$ cat src/rtl/alu_tx_pkg.sv
// Shared types and sizing helpers for the ALU result to UART TX path.
package alu_tx_pkg;

    localparam int OUT_WIDTH_DEF  = 16;
    localparam int BYTE_WIDTH_DEF = 8;
    localparam int FIFO_DEPTH_DEF = 4;

    typedef enum logic [2:0] {
        ST_IDLE      = 3'd0,
        ST_LOAD      = 3'd1,
        ST_SEND      = 3'd2,
        ST_WAIT_ACK  = 3'd3,
        ST_WAIT_DONE = 3'd4
    } state_e;

    function automatic int ptr_width(input int depth);
        return (depth > 1) ? $clog2(depth) : 1;
    endfunction

    function automatic int num_bytes(input int out_w, input int byte_w);
        return out_w / byte_w;
    endfunction

endpackage

$ cat src/rtl/result_fifo.sv
// Synchronous FIFO holding captured ALU results; head visible combinationally.
// A write while full is accepted only when a read happens in the same cycle.
module result_fifo
    import alu_tx_pkg::*;
#(
    parameter int DEPTH = FIFO_DEPTH_DEF,
    parameter int WIDTH = OUT_WIDTH_DEF
) (
    input  logic             clk_i,
    input  logic             rst_i,
    input  logic             wr_en_i,
    input  logic [WIDTH-1:0] wr_dat_i,
    input  logic             rd_en_i,
    output logic [WIDTH-1:0] rd_dat_o,
    output logic             full_o,
    output logic             empty_o
);

    localparam int PTR_W = ptr_width(DEPTH);
    localparam int CNT_W = PTR_W + 1;

    logic [WIDTH-1:0] mem_q [DEPTH];
    logic [PTR_W-1:0] wr_ptr_q, rd_ptr_q;
    logic [CNT_W-1:0] count_q;
    logic             wr_ok, rd_ok;

    assign empty_o  = (count_q == '0);
    assign full_o   = (count_q == CNT_W'(DEPTH));
    assign rd_ok    = rd_en_i && !empty_o;
    assign wr_ok    = wr_en_i && (!full_o || rd_ok);
    assign rd_dat_o = mem_q[rd_ptr_q];

    always_ff @(posedge clk_i) begin
        if (wr_ok) begin
            mem_q[wr_ptr_q] <= wr_dat_i;
        end
    end

    // Pointers wrap naturally since DEPTH is a power of two.
    always_ff @(posedge clk_i) begin
        if (rst_i) begin
            wr_ptr_q <= '0;
            rd_ptr_q <= '0;
            count_q  <= '0;
        end else begin
            if (wr_ok) wr_ptr_q <= wr_ptr_q + 1'b1;
            if (rd_ok) rd_ptr_q <= rd_ptr_q + 1'b1;
            case ({wr_ok, rd_ok})
                2'b10:   count_q <= count_q + 1'b1;
                2'b01:   count_q <= count_q - 1'b1;
                default: count_q <= count_q;
            endcase
        end
    end

endmodule

$ cat src/rtl/alu_result_tx_ctrl.sv
// Buffers ALU results and serialises them LSB-first as bytes to the UART TX over a
// valid/busy handshake; flags results dropped when the buffer is full.
module alu_result_tx_ctrl
    import alu_tx_pkg::*;
#(
    parameter int OUT_WIDTH  = OUT_WIDTH_DEF,
    parameter int BYTE_WIDTH = BYTE_WIDTH_DEF,
    parameter int FIFO_DEPTH = FIFO_DEPTH_DEF
) (
    input  logic                  clk_i,
    input  logic                  rst_i,
    input  logic [OUT_WIDTH-1:0]  alu_out_i,
    input  logic                  out_valid_i,
    input  logic                  tx_busy_i,
    output logic [BYTE_WIDTH-1:0] tx_p_data_o,
    output logic                  tx_d_vld_o,
    output logic                  buf_empty_o,
    output logic                  overflow_o
);

    localparam int NUM_BYTES = num_bytes(OUT_WIDTH, BYTE_WIDTH);
    localparam int CNT_W     = (NUM_BYTES > 1) ? $clog2(NUM_BYTES) : 1;

    state_e                state_q, state_d;
    logic [OUT_WIDTH-1:0]  hold_q, hold_d;
    logic [CNT_W-1:0]      byte_cnt_q, byte_cnt_d;
    logic [BYTE_WIDTH-1:0] tx_dat_q, tx_dat_d;
    logic                  tx_vld_q, tx_vld_d;
    logic                  ovf_q, ovf_d;

    logic                  fifo_wr, fifo_rd, fifo_full, fifo_empty;
    logic [OUT_WIDTH-1:0]  fifo_rd_dat;
    logic                  last_byte;

    assign fifo_rd   = (state_q == ST_IDLE) && !fifo_empty;
    assign fifo_wr   = out_valid_i && (!fifo_full || fifo_rd);
    assign last_byte = (byte_cnt_q == CNT_W'(NUM_BYTES - 1));

    result_fifo #(
        .DEPTH (FIFO_DEPTH),
        .WIDTH (OUT_WIDTH)
    ) u_fifo (
        .clk_i    (clk_i),
        .rst_i    (rst_i),
        .wr_en_i  (fifo_wr),
        .wr_dat_i (alu_out_i),
        .rd_en_i  (fifo_rd),
        .rd_dat_o (fifo_rd_dat),
        .full_o   (fifo_full),
        .empty_o  (fifo_empty)
    );

    always_ff @(posedge clk_i) begin
        if (rst_i) state_q <= ST_IDLE;
        else       state_q <= state_d;
    end

    always_comb begin
        state_d = state_q;
        case (state_q)
            ST_IDLE:      if (!fifo_empty) state_d = ST_LOAD;
            ST_LOAD:      state_d = ST_SEND;
            ST_SEND:      if (!tx_busy_i) state_d = ST_WAIT_ACK;
            ST_WAIT_ACK:  if (tx_busy_i) state_d = ST_WAIT_DONE;
            ST_WAIT_DONE: if (!tx_busy_i) state_d = last_byte ? ST_IDLE : ST_LOAD;
            default:      state_d = ST_IDLE;
        endcase
    end

    always_comb begin
        hold_d     = hold_q;
        byte_cnt_d = byte_cnt_q;
        tx_dat_d   = tx_dat_q;
        tx_vld_d   = 1'b0;
        ovf_d      = ovf_q | (out_valid_i && !fifo_wr);
        case (state_q)
            ST_IDLE: begin
                if (fifo_rd) begin
                    hold_d     = fifo_rd_dat;
                    byte_cnt_d = '0;
                end
            end
            ST_LOAD:      tx_dat_d = hold_q[byte_cnt_q*BYTE_WIDTH +: BYTE_WIDTH];
            ST_SEND:      tx_vld_d = !tx_busy_i;
            ST_WAIT_DONE: if (!tx_busy_i && !last_byte) byte_cnt_d = byte_cnt_q + 1'b1;
            default: ;
        endcase
    end

    always_ff @(posedge clk_i) begin
        if (rst_i) begin
            hold_q     <= '0;
            byte_cnt_q <= '0;
            tx_dat_q   <= '0;
            tx_vld_q   <= 1'b0;
            ovf_q      <= 1'b0;
        end else begin
            hold_q     <= hold_d;
            byte_cnt_q <= byte_cnt_d;
            tx_dat_q   <= tx_dat_d;
            tx_vld_q   <= tx_vld_d;
            ovf_q      <= ovf_d;
        end
    end

    assign tx_p_data_o = tx_dat_q;
    assign tx_d_vld_o  = tx_vld_q;
    assign overflow_o  = ovf_q;
    assign buf_empty_o = fifo_empty && (state_q == ST_IDLE);

endmodule

$ cat config.mk
export PLATFORM = sky130hd
export DESIGN_NAME = alu_result_tx_ctrl
export DESIGN_NICKNAME = d
export VERILOG_FILES = /design/src/rtl/alu_tx_pkg.sv /design/src/rtl/result_fifo.sv /design/src/rtl/alu_result_tx_ctrl.sv
export SDC_FILE = /design/constraint.sdc
export NUM_CORES = 1
export LEC_CHECK = 0
export ABC_AREA = 1
export BUFFER_PORTS_ARGS = -buffer_cell sky130_fd_sc_hd__buf_2
export CORE_AREA = 4 4 86 88
export DETAILED_ROUTE_END_ITERATION = 8
export DIE_AREA = 0 0 90 92
export GPL_ROUTABILITY_DRIVEN = 0
export PLACE_DENSITY = 0.88
export SETUP_SLACK_MARGIN = 0.1
export SYNTH_ARGS = -nofsm -noshare
export SYNTH_HDL_FRONTEND = slang
export SYNTH_HIERARCHICAL = 1
export SYNTH_SLANG_ARGS = --single-unit
$ cat constraint.sdc
create_clock -name clk_i -period 5.85 [get_ports clk_i]
set_input_delay 1.4625 -clock clk_i [delete_from_list [all_inputs] [get_ports clk_i]]
set_output_delay 1.4625 -clock clk_i [all_outputs]
set_load 0.01 [all_outputs]
# Word-level counts from Yosys, hierarchy flattened
# Memory sizes are Yosys's and may differ from the RTL's. A register that Yosys moved wholly into a read port is not among the register bits.
# Index checks and enable logic that the tools add are counted.
[word_totals]
ff_bits = 21
latchBits = 0
mem_bits_rw = 64
rom_bits = 0
input_bits = 20
out_inout_bits = 11
mem_count = 1
[classes]
addsub = 5
n_mul = 0
n_div = 0
n_lt_le_gt_ge = 0
eq_ne = 13
shift = 1
n_mux = 12
n_bitwise = 2
n_reduce_logical = 22
[memory_table]
columns = ["name", "words", "width", "read_ports", "rd_clocked_by_memory_dff", "write_ports", "line", "text"]
rows = [
  ["u_fifo.mem_q", 4, 16, 1, 1, 1, "result_fifo.sv:22", "logic [WIDTH-1:0] mem_q [DEPTH];"],
]
[ops]
columns = ["operator", "count"]
rows = [
  ["variable part select 16 x 5 -> 8 bit", 1],
  ["one-hot mux 3 bit (5 select lines)", 1],
  ["2-to-1 mux 3 bit", 4],
  ["inequality test 2 bit (second input constant)", 6],
  ["logical AND 1 bit", 7],
  ["== test 3 x 2 -> 1 bit (second input constant)", 2],
  ["== test 3 bit (second input constant)", 2],
  ["logical NOT 3 bit", 2],
  ["one-hot mux 3 bit (2 select lines)", 1],
  ["logical NOT 1 bit", 5],
  ["2-to-1 mux 1 bit", 5],
  ["adder 2 x 1 -> 2 bit (second input constant)", 2],
  ["AND reduction 4 bit", 1],
  ["nonzero test 2 bit", 2],
  ["adder 3 x 1 -> 3 bit (second input constant)", 1],
  ["== test 3 x 1 -> 1 bit (second input constant)", 1],
  ["AND reduction 3 bit", 1],
  ["subtractor 3 x 1 -> 3 bit (second input constant)", 1],
  ["== test 2 x 1 -> 1 bit (second input constant)", 1],
  ["== test 2 bit (second input constant)", 1],
  ["logical OR 1 bit", 2],
  ["one-hot mux 1 bit (2 select lines)", 1],
  ["AND reduction 2 bit", 1],
  ["OR reduction 2 bit", 1],
  ["other kinds (3)", 3],
]

# Depth between registers and ports, before layout
# Gate-level depths: netlist of the first run.
[depth]
depth_word = 8
ltp_mapped = 15
ltp_nobuf = 14

# By module
# Netlist of the first run, hierarchy kept.
[by_module_without_submodules]
columns = ["mod", "instances", "cells_per_inst", "area_each_um2"]
rows = [
  ["result_fifo", 1, 218, 2836.5],
  ["alu_result_tx_ctrl", 1, 167, 1302.5],
]

# Least setup slack after synthesis of the first run
# No wires, ideal clock.
[synth_timing]
kind = "input port to flip-flop"
from = "input out_valid_i"
to = "memory u_fifo/mem_q[0][0] in the netlist's numbering (enable)"
setup_ns = 0.389
t_arrival_ns = 2.680
path_slack_ns = 2.781
path_stages = 3
path_buffers = 0
path_cell_list = "a21boi_1 > o21ai_4 > nor2_1"
[synth_via]
elab_chain_cells = 4
[synth_lines]
columns = ["item", "line", "text"]
rows = [
  ["from (decl)", "alu_result_tx_ctrl.sv:13", "input logic out_valid_i,"],
  ["logical AND 1 bit", "alu_result_tx_ctrl.sv:36", "assign fifo_wr = out_valid_i && (!fifo_full || fifo_rd);"],
  ["logical AND 1 bit", "result_fifo.sv:30", "assign wr_ok = wr_en_i && (!full_o || rd_ok);"],
  ["2-to-1 mux 1 bit", "result_fifo.sv:34", "if (wr_ok) begin"],
  ["2-to-1 mux 1 bit (not written as such)", "result_fifo.sv:35", "mem_q[wr_ptr_q] <= wr_dat_i;"],
  ["to (decl)", "result_fifo.sv:22", ""],
]
# No other way between the ends.

# Worst setup path after layout of the first run
[layout_timing]
from = "register u_fifo.count_q[1]"
to = "output buf_empty_o"
[layout_via]
elab_chain_cells = 2
[layout_lines]
columns = ["item", "line", "text"]
rows = [
  ["from (decl)", "result_fifo.sv:24", "logic [CNT_W-1:0] count_q;"],
  ["from (signal assigned)", "result_fifo.sv:49", "2'b10: count_q <= count_q + 1'b1;"],
  ["from (signal assigned)", "result_fifo.sv:50", "2'b01: count_q <= count_q - 1'b1;"],
  ["from (signal assigned)", "result_fifo.sv:51", "default: count_q <= count_q;"],
  ["logical NOT 3 bit", "result_fifo.sv:27", "assign empty_o = (count_q == '0);"],
  ["named net fifo_empty", "alu_result_tx_ctrl.sv:31", "logic fifo_wr, fifo_rd, fifo_full, fifo_empty;"],
  ["logical AND 1 bit", "alu_result_tx_ctrl.sv:109", "assign buf_empty_o = fifo_empty && (state_q == ST_IDLE);"],
  ["to (decl)", "alu_result_tx_ctrl.sv:17", "output logic buf_empty_o,"],
]
# The timed path passes the listed nets, and every way through them passes these cells.

==> results of run 1 <==
[cell type report]
class                      count  area [µm²]  area share (%)
timing repair buffer          34       180.2           3.972
sequential                   103        2703           59.59
tap                           80       100.1           2.207
clock inverter                 7       68.82           1.517
clock buffer                   9       123.9           2.731
inverter                      37       141.4           3.117
multi-input combinational    230        1219           26.87
[state kept, by name (all words and copies together), names as in the netlist, named ones only]
register         flops
byte_cnt_q           1
hold_q              16
overflow_o           1
state_q              3
tx_d_vld_o           1
tx_p_data_o          8
u_fifo/count_q       3
u_fifo/mem_q        64
u_fifo/rd_ptr_q      2
u_fifo/wr_ptr_q      2
[kinds of logic after synthesis]
| family | after synthesis | synth area share [%] |
|---|---|---|
| simple gates | 124 | 13.06 |
| flops | 103 | 65.30 |
| compound gates | 101 | 14.69 |
| buf+inv | 52 | 5.260 |
| fa+ha+maj | 5 | 1.693 |
[metrics by stage]
step,power [mW],hold WS [ps]
global placement,1.591,436.9
CTS,2.041,456.5
floorplan,1.484,435.6
detailed placement,1.625,442.1
global route,2.159,477.5
finish,2.032,452.8
[worst paths after layout]
| path | from | endpoint | slack, ps |
|---|---|---|---|
| setup / recovery | u_fifo/count_q[1] | buf_empty_o | 3020 |
| hold / removal | overflow_o | overflow_o | 450 |
| setup reg to reg | flip-flop | hold_q[5] | 3170 |
| hold reg to reg | overflow_o | overflow_o | 450 |
[report_power, final]
part / switching, mW / internal (mW)
registers: 0.0902 / 0.914
logic: 0.410 / 0.199
clock network: 0.253 / 0.165
total: 0.753 / 1.28
[routing by layer]
layer / routed length (µm) / vias to the layer above / global-route usage, %
met2: 3802 / 84 / 32.92
li1: - / 1385 / -
met4: 87 / 0 / 5.740
met1: 3029 / 1291 / 22.26
met5: 0 / - / 0
met3: 521 / 9 / 5.004
[cells in the mapped netlist]
cell type	instances	area [µm²]
a211oi_2	8	100.1
a21boi_0	1	7.510
a21boi_1	1	7.510
a21oi_1	26	130.1
a21oi_2	1	8.760
buf_2	4	20.02
buf_6	2	22.52
clkbuf_1	9	33.78
dfxtp_1	39	780.8
edfxtp_1	64	1922
fa_1	1	20.02
ha_1	4	50.05
inv_1	33	123.9
inv_2	3	11.26
inv_4	1	6.260
nand2_1	54	202.7
nand2_2	4	25.02
nand3_1	7	35.03
nand3_2	1	10.01
nand3_4	1	17.52
nand3b_1	1	7.510
nand4_1	3	18.77
nor2_1	48	180.2
nor2_2	1	6.260
nor2_4	1	11.26
nor3_1	2	10.01
nor3_4	1	16.27
o21ai_0	43	215.2
o21ai_1	3	15.01
o21ai_4	1	16.27
o21bai_1	1	7.510
o22ai_1	16	100.1
[critical path: stages, from the launching register on]
cell and delay (ps):
dfxtp_1 340, nor2_2 160, nand2_2 100, inv_1 90, nand3_1 100, inv_1 80, buf_2 130
==> results.cfg, run 1 <==
[global_routing]
grt_max_degree = 34
track_usage_pct = 18.63
grt_overflow = 0
grt_pass1_wl_um = 12150
antenna_found_initial = 0
first_global_vias = 2594

[synth]
syn_avg_cell_area_um2 = 10.75
yosysWarnings = 6
syn_inst = 385
seq_area_frac_synth_pct = 65.30
synth.ff_latch_count = 103
synth_cell_types = 32
syn_area_um2 = 4139
syn_nets = 410

[layout]
final_layout_size_suffix_gt1_share_pct = 17.38
mostFrequentLayoutCell = edfxtp_1
n_fill_cell = 486
nets = 440
final_cells = 500
layout_common_cells = edfxtp_1 (64), nand2_1 (54), nor2_1 (48)
design_area_um2 = 4536
diodes = 0
syn2layout_area_growth_pct = 9.583
post-route-util_pct = 68.27

[sta]
worst_pin_slew_ps = 1030
setup_violations = 0
timing.final.crit_share_pct = 48.33
clock.fmax_ghz = 0.3537
relSlewSlack_pct = 31.22
finalClockSkew_ps = 12.52
final_max_slew_viol_count = 0
min_period_ps = 2827
finalWorstSetupSlack_ps = 3023
rsz0062_at_grt = false
hold_violations = 0
tns_ps = 0

[clocking]
root_buffer = clkbuf_8
numCtsBuffers = 9
cts.sinks = 103
cts_max_level = 3
post_cts_buffers = 0
clk_pin_slew_ps = 100
cts.repair.resized = 0
holdBufCountCts = 0
cts_tree = yes
clkLatencyLatePin_ps = 370
cts_buffer_depth = 2

[placed_design]
dpl_cell_area_um2 = 4343
post-place-cells = 484
dp_slack_ps = 2839
dpl.hpwl_um = 4944
port_buffers = 30

[critical_path]
reg2reg_depth = 5
crit_path_end_kind = output pin
cp_data_required_time_ps = 4390
cp-start-kind = flip-flop
crit_fanout = 4
arrival_ps = 1360
worstSetupPathType = reg2out

[route]
wl_um = 7439
drtAntennaViolNets = 0
drc = 0
vias = 2769
drt_iter0_markers = 161
wl_per_cell_um = 14.88
drt_pass1_iterations = 4
viasPerCell = 5.538

[min_path]
hold_path_depth = 2
hold_class = reg2reg

[floorplanning]
num_io_pins = 31
die_h_um = 92
rows = 30
initial_core_util_pct = 62.30
die_w_um = 90
die_area_um2 = 8280
core-area_um2 = 6644

[flow_run]
drv_cap = 0

[power]
p_per_area_nw_per_um2 = 448.1
ir_drop_mv = 0.2856
total_leakage_power_nw = 1.687

[outcome]
status = finished clean
Note: power is estimated with default switching activity, not from simulation.
==> inputs of run 2 (changes only) <==
- CORE_AREA: 4 4 86 88 -> 4 4 89 91
- DIE_AREA: 0 0 90 92 -> 0 0 93 95
- PLACE_DENSITY: 0.88 -> 0.83
- clock period: 5.85 -> 3 ns (I/O delays scaled with it)
==> run 2 against run 1 <==
Net effect:
- combinational power grew 110%
- routed wire length is essentially flat
- final cell count grew 4.2%
- critical endpoint is now u_fifo/count_q[2]
- sequential share of layout area shrank 0.42 points
- clock-buffer cell count is the same
- core utilization shrank 4.3 points
- design area grew 0.72%
- register-to-register slack lost 2700 ps
- clock skew shrank 0.63 ps
- critical path depth grew 7
- non-clock buffer count grew 2
==> results.cfg, run 2 (synthesis gave the netlist of run 1 again) <==
[outcome]
status = finished clean

[sta]
clock.fmax_ghz = 0.3990
hold_violations = 0
final_max_slew_viol_count = 0
rsz0062_at_grt = false
holdWs_ps = 445.3
worst_pin_slew_ps = 885.6
relSlewSlack_pct = 40.89
timing.final.crit_share_pct = 83.54
finalClockSkew_ps = 11.89
min_period_ps = 2506
tns_ps = 0
setup_violations = 0

[power]
p_switching_mw = 1.455
ir_drop_mv = 0.4426
total_leakage_power_nw = 1.704
p_sw_share_pct = 36.78
p_int_mw = 2.502
power_frac_seq_pct = 48.0
power_frac_clock_pct = 20.3
combPwrFrac_pct = 31.6
p_per_area_nw_per_um2 = 866.2
power_mw = 3.957

[clocking]
post_cts_buffers = 0
cts_buffer_depth = 2
clkLatencyLatePin_ps = 370
cts_tree = yes
numCtsBuffers = 9
root_buffer = clkbuf_8
holdBufCountCts = 0
cts.sinks = 103
cts_max_level = 3
clk_pin_slew_ps = 90
cts.repair.resized = 0

[route]
wl_um = 7433
drt_iter0_markers = 165
viasPerCell = 5.282
drc = 0
drtAntennaViolNets = 0
vias = 2752
drt_pass1_iterations = 5
wl_per_cell_um = 14.27

[layout]
diodes = 0
nets = 442
design_area_um2 = 4568
largest_register_ffs = 64
final_layout_size_suffix_gt1_share_pct = 17.77
top_register = u_fifo/mem_q
regArea_um2 = 2703
final_cells = 521
mostFrequentLayoutCell = edfxtp_1
syn2layout_area_growth_pct = 10.37
n_fill_cell = 567
layout_common_cells = edfxtp_1 (64), nand2_1 (54), nor2_1 (48)
multi_input_area_um2 = 1219

[critical_path]
crit_family = simple AND/OR/NAND/NOR gates
crit_fanout = 28
cp_slowest_cell = fa_1
worst-path-buf-inv = 4
cp_data_required_time_ps = 3260
worstSetupPathType = reg2reg
crit_path_end_kind = flip-flop
cpPeakStageDelay_ps = 440
arrival_ps = 2770
crit_chain = nor2_2 > nand2_2 > inv_1 > inv_1 > nand3_4 > a21boi_1 > inv_1 > nand3_1 > fa_1 > inv_1 > nand4_1 > a21oi_1 > nor2_1
cp-start-kind = flip-flop
cpMostUsedCell = inv_1

[placed_design]
port_buffers = 30
dpl_cell_area_um2 = 4382
dpl.hpwl_um = 4990
post-place-cells = 505

[global_routing]
grt_max_degree = 34
antenna_found_initial = 0
track_usage_pct = 18.43
grt_overflow = 0
grt_pass1_wl_um = 12450
first_global_vias = 2623

[floorplanning]
num_io_pins = 31
core-area_um2 = 7137
die_h_um = 95
die_area_um2 = 8835
die_w_um = 93
initial_core_util_pct = 57.99
rows = 31

[min_path]
hold_class = reg2reg

[flow_run]
drv_cap = 0
run 2: changes by cell type in the layout (fill, tap and decap cells not counted), sizes merged:
cell	change
buf	+2
clkinv	+2
clkinvlp	-2
run 2: metal layers:
metal  part of all wire, %  routed length [µm]  global-route usage, %
met5                     0                   0                      0
met4                   1.1                  82                  5.983
met3                   6.8                 509                  5.100
met2                    48                3579                  30.95
met1                    44                3262                  23.23
run 2: per-stage QoR:
step	util (%)	setup slack [ps]
finish	64.01	493.8
global route	64.01	245.6
CTS	64.01	499.0
detailed placement	61.40	506.3
global placement	61.40	641.8
floorplan	-	503.9
run 2: final timing paths:
check / startpoint / slack [ps] / depth (start not counted) / to
max: u_fifo/count_q[1] / 490 / 13 / u_fifo/count_q[2]
max reg2reg: u_fifo/count_q[1] / 490 / 13 / u_fifo/count_q[2]
min: overflow_o / 450 / 2 / overflow_o
min reg2reg: overflow_o / 450 / 2 / overflow_o
run 2: worst reg2reg max path, cell delays in order, from the launching register on:
cell and delay [ps]:
dfxtp_1 340, nor2_2 160, nand2_2 100, inv_1 90
inv_1 60, nand3_4 280, a21boi_1 250, inv_1 120
nand3_1 150, fa_1 440, inv_1 80, nand4_1 120
a21oi_1 160, nor2_1 50
run 2: final cells by class:
| type | count | area share [%] |
|---|---|---|
| sequential | 103 | 59.16 |
| inverter | 37 | 3.095 |
| clock inverter | 7 | 1.369 |
| clock buffer | 9 | 2.712 |
| tap | 99 | 2.712 |
| multi-input combinational | 230 | 26.68 |
| timing repair buffer | 36 | 4.273 |
run 2: power by group through the flow:
stage	combinational, mW	clock, mW	sequential, mW
after floorplan	0.974	0	1.92
after global placement	1.20	0	1.92
after detailed placement	1.25	0	1.93
after CTS	1.25	0.833	1.90
after global routing	1.42	0.891	1.93
final	1.25	0.805	1.90
